File: src/rtl/el_panel_scanout_if.sv
// Frame-buffer read port plus EL panel drive signals for the scan-out block.
// The master side is the scan-out engine; the slave side is RAM and panel.
interface el_panel_scanout_if;
  logic        enable;
  logic [14:0] rdAddr;
  logic [7:0]  rdData;
  logic [3:0]  elData;
  logic        elCp;
  logic        elLp;
  logic        elFlm;
  logic        subframe;
  logic        frameDone;

  modport master (
    input  enable, rdData,
    output rdAddr, elData, elCp, elLp, elFlm, subframe, frameDone
  );

  modport slave (
    output enable, rdData,
    input  rdAddr, elData, elCp, elLp, elFlm, subframe, frameDone
  );
endinterface

File: src/rtl/el_panel_scanout.sv
// Reads packed 2-plane pixel bytes from the frame buffer and drives a 4-bit EL panel,
// alternating the low- and high-threshold planes on successive subframes.
module el_panel_scanout #(
  parameter int H_BYTES  = 80,
  parameter int V_LINES  = 240,
  parameter int RD_LAT   = 1,
  parameter int CP_DIV   = 2,
  parameter int LP_WIDTH = 4,
  parameter int LINE_GAP = 8
) (
  input  logic                clk,
  input  logic                reset,
  el_panel_scanout_if.master  bus
);

  localparam int CNT_W  = 16;
  localparam int LINE_W = $clog2(V_LINES);
  localparam int BYTE_W = $clog2(H_BYTES);

  localparam logic [CNT_W-1:0]  RD_LAST   = CNT_W'(RD_LAT - 1);
  localparam logic [CNT_W-1:0]  CP_LAST   = CNT_W'(CP_DIV - 1);
  localparam logic [CNT_W-1:0]  LP_LAST   = CNT_W'(LP_WIDTH - 1);
  localparam logic [CNT_W-1:0]  GAP_LAST  = CNT_W'(LINE_GAP - 1);
  localparam logic [LINE_W-1:0] LINE_LAST = LINE_W'(V_LINES - 1);
  localparam logic [BYTE_W-1:0] BYTE_LAST = BYTE_W'(H_BYTES - 1);

  typedef enum logic [2:0] {
    S_IDLE, S_ADDR, S_WAIT, S_CP_LO, S_CP_HI, S_LATCH, S_GAP
  } state_t;

  state_t             state, stateNext;
  logic [CNT_W-1:0]   cnt;
  logic [LINE_W-1:0]  line;
  logic [BYTE_W-1:0]  byteIdx;
  logic [14:0]        rdAddrQ;
  logic [3:0]         elDataQ;
  logic               subframeQ;
  logic               frameDoneQ;
  logic               lastLine;
  logic               lastByte;
  logic               elCpC, elLpC, elFlmC;

  assign lastLine = (line == LINE_LAST);
  assign lastByte = (byteIdx == BYTE_LAST);

  // State register; cnt measures time spent in the current state.
  // NOTE: sequential state uses non-blocking assignments so every flop samples pre-edge values.
  always_ff @(posedge clk) begin
    if (reset) begin
      state <= S_IDLE;
      cnt   <= '0;
    end else begin
      state <= stateNext;
      cnt   <= (stateNext != state) ? '0 : cnt + 1'b1;
    end
  end

  // NOTE: stateNext gets a default before the case so no path leaves it unassigned (no latch).
  always_comb begin
    stateNext = state;
    unique case (state)
      S_IDLE:  if (bus.enable) stateNext = S_ADDR;
      S_ADDR:  stateNext = S_WAIT;
      S_WAIT:  if (cnt == RD_LAST) stateNext = S_CP_LO;
      S_CP_LO: if (cnt == CP_LAST) stateNext = S_CP_HI;
      S_CP_HI: if (cnt == CP_LAST) stateNext = lastByte ? S_LATCH : S_ADDR;
      S_LATCH: if (cnt == LP_LAST) stateNext = S_GAP;
      S_GAP: begin
        // enable only matters at frame end; a started frame always completes
        if (cnt == GAP_LAST) stateNext = (!lastLine || bus.enable) ? S_ADDR : S_IDLE;
      end
      default: stateNext = S_IDLE;
    endcase
  end

  always_comb begin
    elCpC  = (state == S_CP_HI);
    elLpC  = (state == S_LATCH);
    elFlmC = (line == '0) && (state inside {S_ADDR, S_WAIT, S_CP_LO, S_CP_HI, S_LATCH});
  end

  // Running read address: +1 per byte and per line step, so no multiplier is needed.
  always_ff @(posedge clk) begin
    if (reset) begin
      line       <= '0;
      byteIdx    <= '0;
      rdAddrQ    <= '0;
      elDataQ    <= '0;
      subframeQ  <= 1'b0;
      frameDoneQ <= 1'b0;
    end else begin
      frameDoneQ <= 1'b0;
      unique case (state)
        S_IDLE: begin
          line    <= '0;
          byteIdx <= '0;
          rdAddrQ <= '0;
        end
        S_WAIT: begin
          if (cnt == RD_LAST) elDataQ <= subframeQ ? bus.rdData[7:4] : bus.rdData[3:0];
        end
        S_CP_HI: begin
          if (stateNext == S_ADDR) begin
            byteIdx <= byteIdx + 1'b1;
            rdAddrQ <= rdAddrQ + 15'd1;
          end
        end
        S_GAP: begin
          if (stateNext != S_GAP) begin
            byteIdx <= '0;
            if (lastLine) begin
              line       <= '0;
              rdAddrQ    <= '0;
              subframeQ  <= ~subframeQ;
              frameDoneQ <= 1'b1;
            end else begin
              line    <= line + 1'b1;
              rdAddrQ <= rdAddrQ + 15'd1;
            end
          end
        end
        default: ;
      endcase
      // panel data is blanked whenever the block is idle
      if (stateNext == S_IDLE) elDataQ <= '0;
    end
  end

  assign bus.rdAddr    = rdAddrQ;
  assign bus.elData    = elDataQ;
  assign bus.elCp      = elCpC;
  assign bus.elLp      = elLpC;
  assign bus.elFlm     = elFlmC;
  assign bus.subframe  = subframeQ;
  assign bus.frameDone = frameDoneQ;

endmodule

File: src/flat_wrapper.sv
// flat-port wrapper written by rule: the top's interface ports become plain ports
module el_panel_scanout_flat 
#(
  parameter int H_BYTES  = 80,
  parameter int V_LINES  = 240,
  parameter int RD_LAT   = 1,
  parameter int CP_DIV   = 2,
  parameter int LP_WIDTH = 4,
  parameter int LINE_GAP = 8
)
  (clk, reset, bus_enable, bus_rdData, bus_rdAddr, bus_elData, bus_elCp, bus_elLp, bus_elFlm, bus_subframe, bus_frameDone);
  el_panel_scanout_if bus_i ();
  input  logic clk;
  input  logic reset;
  input wire logic [$bits(bus_i.enable)-1:0] bus_enable;
  input wire logic [$bits(bus_i.rdData)-1:0] bus_rdData;
  output wire logic [$bits(bus_i.rdAddr)-1:0] bus_rdAddr;
  output wire logic [$bits(bus_i.elData)-1:0] bus_elData;
  output wire logic [$bits(bus_i.elCp)-1:0] bus_elCp;
  output wire logic [$bits(bus_i.elLp)-1:0] bus_elLp;
  output wire logic [$bits(bus_i.elFlm)-1:0] bus_elFlm;
  output wire logic [$bits(bus_i.subframe)-1:0] bus_subframe;
  output wire logic [$bits(bus_i.frameDone)-1:0] bus_frameDone;
  assign bus_i.enable = bus_enable;
  assign bus_i.rdData = bus_rdData;
  assign bus_rdAddr = bus_i.rdAddr;
  assign bus_elData = bus_i.elData;
  assign bus_elCp = bus_i.elCp;
  assign bus_elLp = bus_i.elLp;
  assign bus_elFlm = bus_i.elFlm;
  assign bus_subframe = bus_i.subframe;
  assign bus_frameDone = bus_i.frameDone;
  el_panel_scanout #(.H_BYTES(H_BYTES), .V_LINES(V_LINES), .RD_LAT(RD_LAT), .CP_DIV(CP_DIV), .LP_WIDTH(LP_WIDTH), .LINE_GAP(LINE_GAP)) u_core (.clk(clk), .reset(reset), .bus(bus_i));
endmodule
File: config.mk
export PLATFORM = sky130hd
export DESIGN_NAME = el_panel_scanout_flat
export DESIGN_NICKNAME = d
export VERILOG_FILES = /design/src/rtl/el_panel_scanout_if.sv /design/src/rtl/el_panel_scanout.sv /design/src/flat_wrapper.sv
export SDC_FILE = /design/constraint.sdc
export NUM_CORES = 1
export LEC_CHECK = 0
export CAP_MARGIN = 20
export CORE_UTILIZATION = 50
export CTS_BUF_LIST = sky130_fd_sc_hd__clkbuf_16
export CTS_CLUSTER_DIAMETER = 200
export CTS_CLUSTER_SIZE = 16
export DETAILED_ROUTE_END_ITERATION = 8
export PLACE_DENSITY_LB_ADDON = 0.25
export SYNTH_ARGS = -nofsm -noshare
export SYNTH_HDL_FRONTEND = slang
export SYNTH_SLANG_ARGS = --single-unit
File: constraint.sdc
create_clock -name clk -period 6.2 [get_ports clk]
set_input_delay 1.24 -clock clk [delete_from_list [all_inputs] [get_ports clk]]
set_output_delay 1.24 -clock clk [all_outputs]
set_load 0.1 [all_outputs]
==> results of run 1 <==
-- metrics by stage --
stage	std cells	hold slack [ns]	utilization (%)	setup WS [ns]	instance area, sq um
2_1_floorplan	369	0.444	-	3.41	2990
3_3_place_gp	461	0.458	59.5	2.80	3360
3_5_place_dp	461	0.471	59.5	2.74	3360
4_1_cts	469	0.482	62.9	2.43	3550
5_1_grt	469	0.512	62.9	2.25	3550
6_report	469	0.482	62.9	2.42	3550
-- cell families after synthesis --
kind of cell               after synthesis  synth area share (%)
AOI/OAI and AO/OA                       72                  16.6
buffers and inverters                   29                  4.11
adders and majority gates                7                  2.93
DFF                                     55                  36.9
and+or+nand+nor                        184                  32.7
xor gates and xnor gates                15                  4.40
muxes                                    7                  2.39
-- state kept, by name, indices dropped and copies added, names as in the netlist --
signal                flops
u_core.state              3
u_core.line               8
u_core.cnt               16
u_core.bus.frameDone      1
u_core.bus.rdAddr        15
u_core.bus.subframe       1
u_core.byteIdx            7
u_core.bus.elData         4
-- cell usage in the layout, fill, tap and decap left out, types with 2 or more instances in the layout --
master and instances:
nor4_1 2, a2111oi_0 4, o21ai_0 12, o32ai_1 2
buf_4 2, a211oi_1 2, and4_1 6, nor4b_1 2
nand4_1 5, a311oi_1 11, inv_1 12, nand2b_1 7
a21oi_1 26, nand2_1 45, nand3_1 22, mux2i_1 6
nor4_4 3, clkdlybuf4s50_1 34, and2_1 2, dfxtp_1 55
nor3b_1 3, ha_1 7, a41oi_1 3, nand3b_1 3
or2_2 2, nor2_1 49, xnor2_1 9, bufinv_16 2
or3_1 5, and3_1 14, clkbuf_16 5, nor3_1 5
xor2_1 6
-- how the worst min path moves through the flow --
| stage | from | endpoint | slack [ns] | cells past startpoint |
|---|---|---|---|---|
| 2_1_floorplan | u_core.byteIdx[1]$_SDFFE_PP0P_ | u_core.byteIdx[1]$_SDFFE_PP0P_ | 0.44 | 2 |
| 3_5_place_dp | u_core.byteIdx[1]$_SDFFE_PP0P_ | u_core.byteIdx[1]$_SDFFE_PP0P_ | 0.47 | 2 |
| 4_1_cts | u_core.byteIdx[1]$_SDFFE_PP0P_ | u_core.byteIdx[1]$_SDFFE_PP0P_ | 0.48 | 2 |
| 5_1_grt | u_core.byteIdx[1]$_SDFFE_PP0P_ | u_core.byteIdx[1]$_SDFFE_PP0P_ | 0.51 | 2 |
| 6_report | u_core.byteIdx[1]$_SDFFE_PP0P_ | u_core.byteIdx[1]$_SDFFE_PP0P_ | 0.48 | 2 |
| 3_3_place_gp | u_core.byteIdx[1]$_SDFFE_PP0P_ | u_core.byteIdx[1]$_SDFFE_PP0P_ | 0.46 | 2 |
-- power groups by stage --
stage / Combinational (mW) / Clock, mW / Sequential (mW)
4_1_cts: 0.386 / 0.365 / 0.400
6_report: 0.387 / 0.359 / 0.400
2_1_floorplan: 0.253 / 0 / 0.466
5_1_grt: 0.418 / 0.377 / 0.406
3_3_place_gp: 0.385 / 0 / 0.406
3_5_place_dp: 0.384 / 0 / 0.408
-- area by class of cell --
cell class,count,share of cell area (%)
Clock inverter,3,1.90
Timing Repair Buffer,36,10.0
Clock buffer,5,3.52
Multi-Input combinational cell,285,49.6
Tap cell,72,2.54
Sequential cell,55,31.0
Inverter,13,1.37
-- per-layer routing --
metal | up-vias | part of all wire, % | track usage [%]
li1 | 1378 | - | -
met1 | 1214 | 49 | 26.0
met2 | 59 | 46 | 35.6
met3 | 6 | 4.8 | 4.60
met4 | 0 | 0.77 | 5.45
met5 | - | 0 | 0
-- worst max-delay path: cells and delay by family (launching register included) --
kind | cells | cell delay, ns
flops | 1 | 0.39
buf+inv | 2 | 1.34
simple gates | 2 | 0.51
==> impl_metrics.yaml, run 1 <==
route:
  drc: 0
  vias: 2657
  vias_per_cell: 5.67
  antenna_left: 0
  first_iter_violations: 162
  first_pass_iters: 5
  totalWireLength_um: 6270
  wl_per_cell_um: 13.4
timing:
  slew_headroom_pct: 34.5
  finClkSkew_ns: 0.00992
  fin_crit_sh_pct: 60.9
  grt_setup_unrepaired: "no"
  max_freq_mhz: 265
  hold_viol: 0
  setup_viol: 0
  worstMarginPinSlew_ns: 0.980
  min_period_ns: 3.78
  drv_slew: 0
  finalSetupTns_ns: 0
power_and_ir_drop:
  swShare_pct: 37.7
  p_leak_nw: 1.25
  netSwitchingPower_mw: 0.432
  power_frac_seq_pct: 34.9
  p_int_mw: 0.714
  clkPwrFrac_pct: 31.3
  p_total_mw: 1.15
  p_per_area_mw_per_mm2: 323
  p_comb_share_pct: 33.7
  irDropWorstVdd_mv: 0.234
yosys:
  synth-edff-count: 0
  yosysUniqueCellTypes: 57
  synthCells: 369
  syn-cell-area_sq_mm: 0.00299
  synth.top_cell.area_share_pct: 36.9
  ys_seq_area_share_pct: 36.9
  synth-seq-cells: 55
  yosysWarnings: 0
  yosys.area.top_type: "dfxtp_1"
  yosys.cell_count.top_type: "dfxtp_1"
  synth.top_cells.by_area: "dfxtp_1 37%, nor2_1 6.2%, nand2_1 5.7%"
  syn_nets: 387
  avgSynthCellArea_sq_um: 8.09
  synth_common_cells: "55 x dfxtp_1, 49 x nor2_1, 45 x nand2_1"
  async_flop_share_pct: 0
  synth-main-ff-cell: "dfxtp_1"
cells_and_area:
  areaGrowthSynthToFinish_pct: 18.9
  regArea_sq_mm: 0.00110
  fillCellCount: 489
  multi_input_area_sq_mm: 0.00176
  diodes: 0
  drive_above_1_share_pct: 5.54
  final_net_count: 414
clock_network:
  cts.sinks: 55
  cts_buffer_depth: 2
  cts_made_buffers: 5
  ctsHoldBuffers: 0
  cts_setup_buffers: 0
  clock_latency_ns: 0.30
  clock-root-buffer: "clkbuf_16"
  cts_max_level: 2
  cts_tree: "built"
  cts.clk_slew.worst_paths_ns: 0.07
  cts_resized: 0
global_routing:
  overflow: 0
  antenna_found_initial: 0
  grt_max_degree: 44
  grt_usage_pct: 20.7
  grt_pass1_vias: 2373
  grt_pass1_wl_um: 10500
die:
  start_util_pct: 52.9
  die_y_um: 79.3
  fp.coreArea_sq_mm: 0.00564
  die_x_um: 79.3
  io_pins: 35
  dieArea_sq_mm: 0.00628
  row_count: 27
critical_path:
  rrSetupSlack_ns: 3.64
  startpoint: "u_core.state[0]$_SDFF_PP0_"
  slowest_delay_ns: 1.16
  cp-endpoint: "bus_elCp"
  rr_worst_depth: 6
  crit_chain: "nor2_1 > nand2_1 > clkinv_1 > clkdlybuf4s50_1"
  critPathArrivalTime_ns: 2.54
  worstSetupPathType: "register to output port"
  worstPathRequired_ns: 4.96
  slowest_stage: "clkdlybuf4s50_1"
  cp-start-kind: "register"
  r2r-end: "u_core.bus.rdAddr[13]$_SDFFE_PP0P_"
  cp-end-kind: "output port"
  timing.rr.start: "u_core.state[2]$_SDFF_PP0_"
  cp_max_fo: 9
run_status:
  status: "finished, final reports clean"
flow_run:
  cap_violations: 0
hold_path:
  hold_class: "register to register"
place:
  gp_congestion: 0.943
  io_buffer_count: 34
  dpl.hpwl_um: 4300
No activity file was read; power rests on OpenSTA's default activity.
==> run 2, diff against run 1 <==
- clock period: 6.2 -> 3.49 ns (I/O delays scaled with it)
==> run 2 against run 1 <==
  * Core utilization down 1.2 points
  * Sequential share of layout area up 0.60 points
  * Critical path depth down 3
  * Design area decreased by 1.9%
  * First-iteration DRC count grew 15%
  * Worst hold slack gained 0.0024 ns
  * Total power is 64% higher
  * Combinational power is 77% higher
  * Routed wire length up 3.9%
==> impl_metrics.yaml, run 2 (synthesis results as in run 1) <==
timing:
  setup_viol: 0
  slew_headroom_pct: 34.9
  finalSetupTns_ns: 0
  finClkSkew_ns: 0.00778
  grt_setup_unrepaired: "no"
  drv_slew: 0
  min_period_ns: 2.61
  hold_viol: 0
  fin_crit_sh_pct: 74.7
  worstMarginPinSlew_ns: 0.973
  max_freq_mhz: 383
die:
  io_pins: 35
  fp.coreArea_sq_mm: 0.00564
  dieArea_sq_mm: 0.00628
  die_x_um: 79.3
  die_y_um: 79.3
  start_util_pct: 52.9
  row_count: 27
route:
  first_iter_violations: 186
  wl_per_cell_um: 13.9
  vias_per_cell: 5.76
  drc: 0
  totalWireLength_um: 6510
  first_pass_iters: 4
  antenna_left: 0
  vias: 2708
cells_and_area:
  stdcell_area_sq_mm: 0.00348
  regMostFlops: "u_core.cnt"
  final_cell_mix: "55 x dfxtp_1, 49 x nor2_1, 45 x nand2_1, 26 x a21oi_1, 25 x clkdlybuf4s50_1"
  drive_above_1_share_pct: 8.04
  layout_commonest_cell: "dfxtp_1"
  diodes: 0
  final_net_count: 415
  largest_reg_flops: 16
  areaGrowthSynthToFinish_pct: 16.6
clock_network:
  cts_setup_buffers: 0
  cts_resized: 0
  cts_made_buffers: 5
  clock-root-buffer: "clkbuf_16"
  cts.clk_slew.worst_paths_ns: 0.07
  cts_buffer_depth: 2
  clock_latency_ns: 0.29
  cts_tree: "built"
  cts_max_level: 2
  cts.sinks: 55
  ctsHoldBuffers: 0
power_and_ir_drop:
  irDropWorstVdd_mv: 0.346
  p_per_area_mw_per_mm2: 541
  p_leak_nw: 1.26
critical_path:
  cp-start-kind: "register"
  cp-end-kind: "output port"
  worstPathRequired_ns: 2.79
  critPathBufInv: 1
  crit_chain: "clkdlybuf4s50_1"
  cp_top_family: "buffers and inverters"
  cp_max_fo: 6
  slowest_stage: "clkdlybuf4s50_1"
  critPathArrivalTime_ns: 1.91
  slowest_delay_ns: 1.18
  worstSetupPathType: "register to output port"
place:
  dpl.hpwl_um: 4480
  io_buffer_count: 34
  gp_congestion: 0.836
  placed_area_sq_mm: 0.00334
flow_run:
  cap_violations: 0
global_routing:
  grt_pass1_wl_um: 11200
  overflow: 0
  antenna_found_initial: 0
  grt_pass1_vias: 2462
  grt_usage_pct: 22.2
  grt_max_degree: 21
run_status:
  status: "finished, final reports clean"
hold_path:
  hold_class: "register to register"
## run 2: power by group
part	switching, mW	total [mW]	internal [mW]
logic	0.497	0.685	0.188
registers	0.0454	0.712	0.667
clock network	0.224	0.486	0.263
## run 2: area by class of cell
class / instances / area, sq um
Clock inverter: 3 / 15.0
Timing Repair Buffer: 37 / 340
Multi-Input combinational cell: 285 / 1760
Tap cell: 72 / 90.1
Inverter: 13 / 48.8
Fill cell: 494 / 2160
Clock buffer: 5 / 125
Sequential cell: 55 / 1100
## run 2: layer usage
layer	global-route usage (%)	wire length (um)
met2	36.6	2980
met3	4.02	254
met5	0	0
met1	28.9	3210
met4	8.18	74
## run 2: metrics by stage
| stage | std cells | hold WS [ns] | utilization [%] | setup slack (ns) | total power, mW |
|---|---|---|---|---|---|
| after global routing | 470 | 0.516 | 61.7 | 0.696 | 2.00 |
| after floorplan | 369 | 0.444 | - | 0.886 | 1.28 |
| after CTS | 470 | 0.482 | 61.7 | 0.883 | 1.89 |
| final | 470 | 0.484 | 61.7 | 0.882 | 1.88 |
| after detailed placement | 462 | 0.473 | 59.2 | 0.991 | 1.41 |
| after global placement | 462 | 0.456 | 59.2 | 1.03 | 1.40 |
## run 2: worst paths after layout
check                                                  startpoint                                 to  slack, ns  cells after the start
worst min-delay path               u_core.byteIdx[1]$_SDFFE_PP0P_     u_core.byteIdx[1]$_SDFFE_PP0P_       0.48                      2
worst max-delay path            u_core.bus.rdAddr[1]$_SDFFE_PP0P_                      bus_rdAddr[1]       0.88                      1
worst max register to register         u_core.state[0]$_SDFF_PP0_  u_core.bus.rdAddr[8]$_SDFFE_PP0P_       0.94                      7
worst min register to register     u_core.byteIdx[1]$_SDFFE_PP0P_     u_core.byteIdx[1]$_SDFFE_PP0P_       0.48                      2
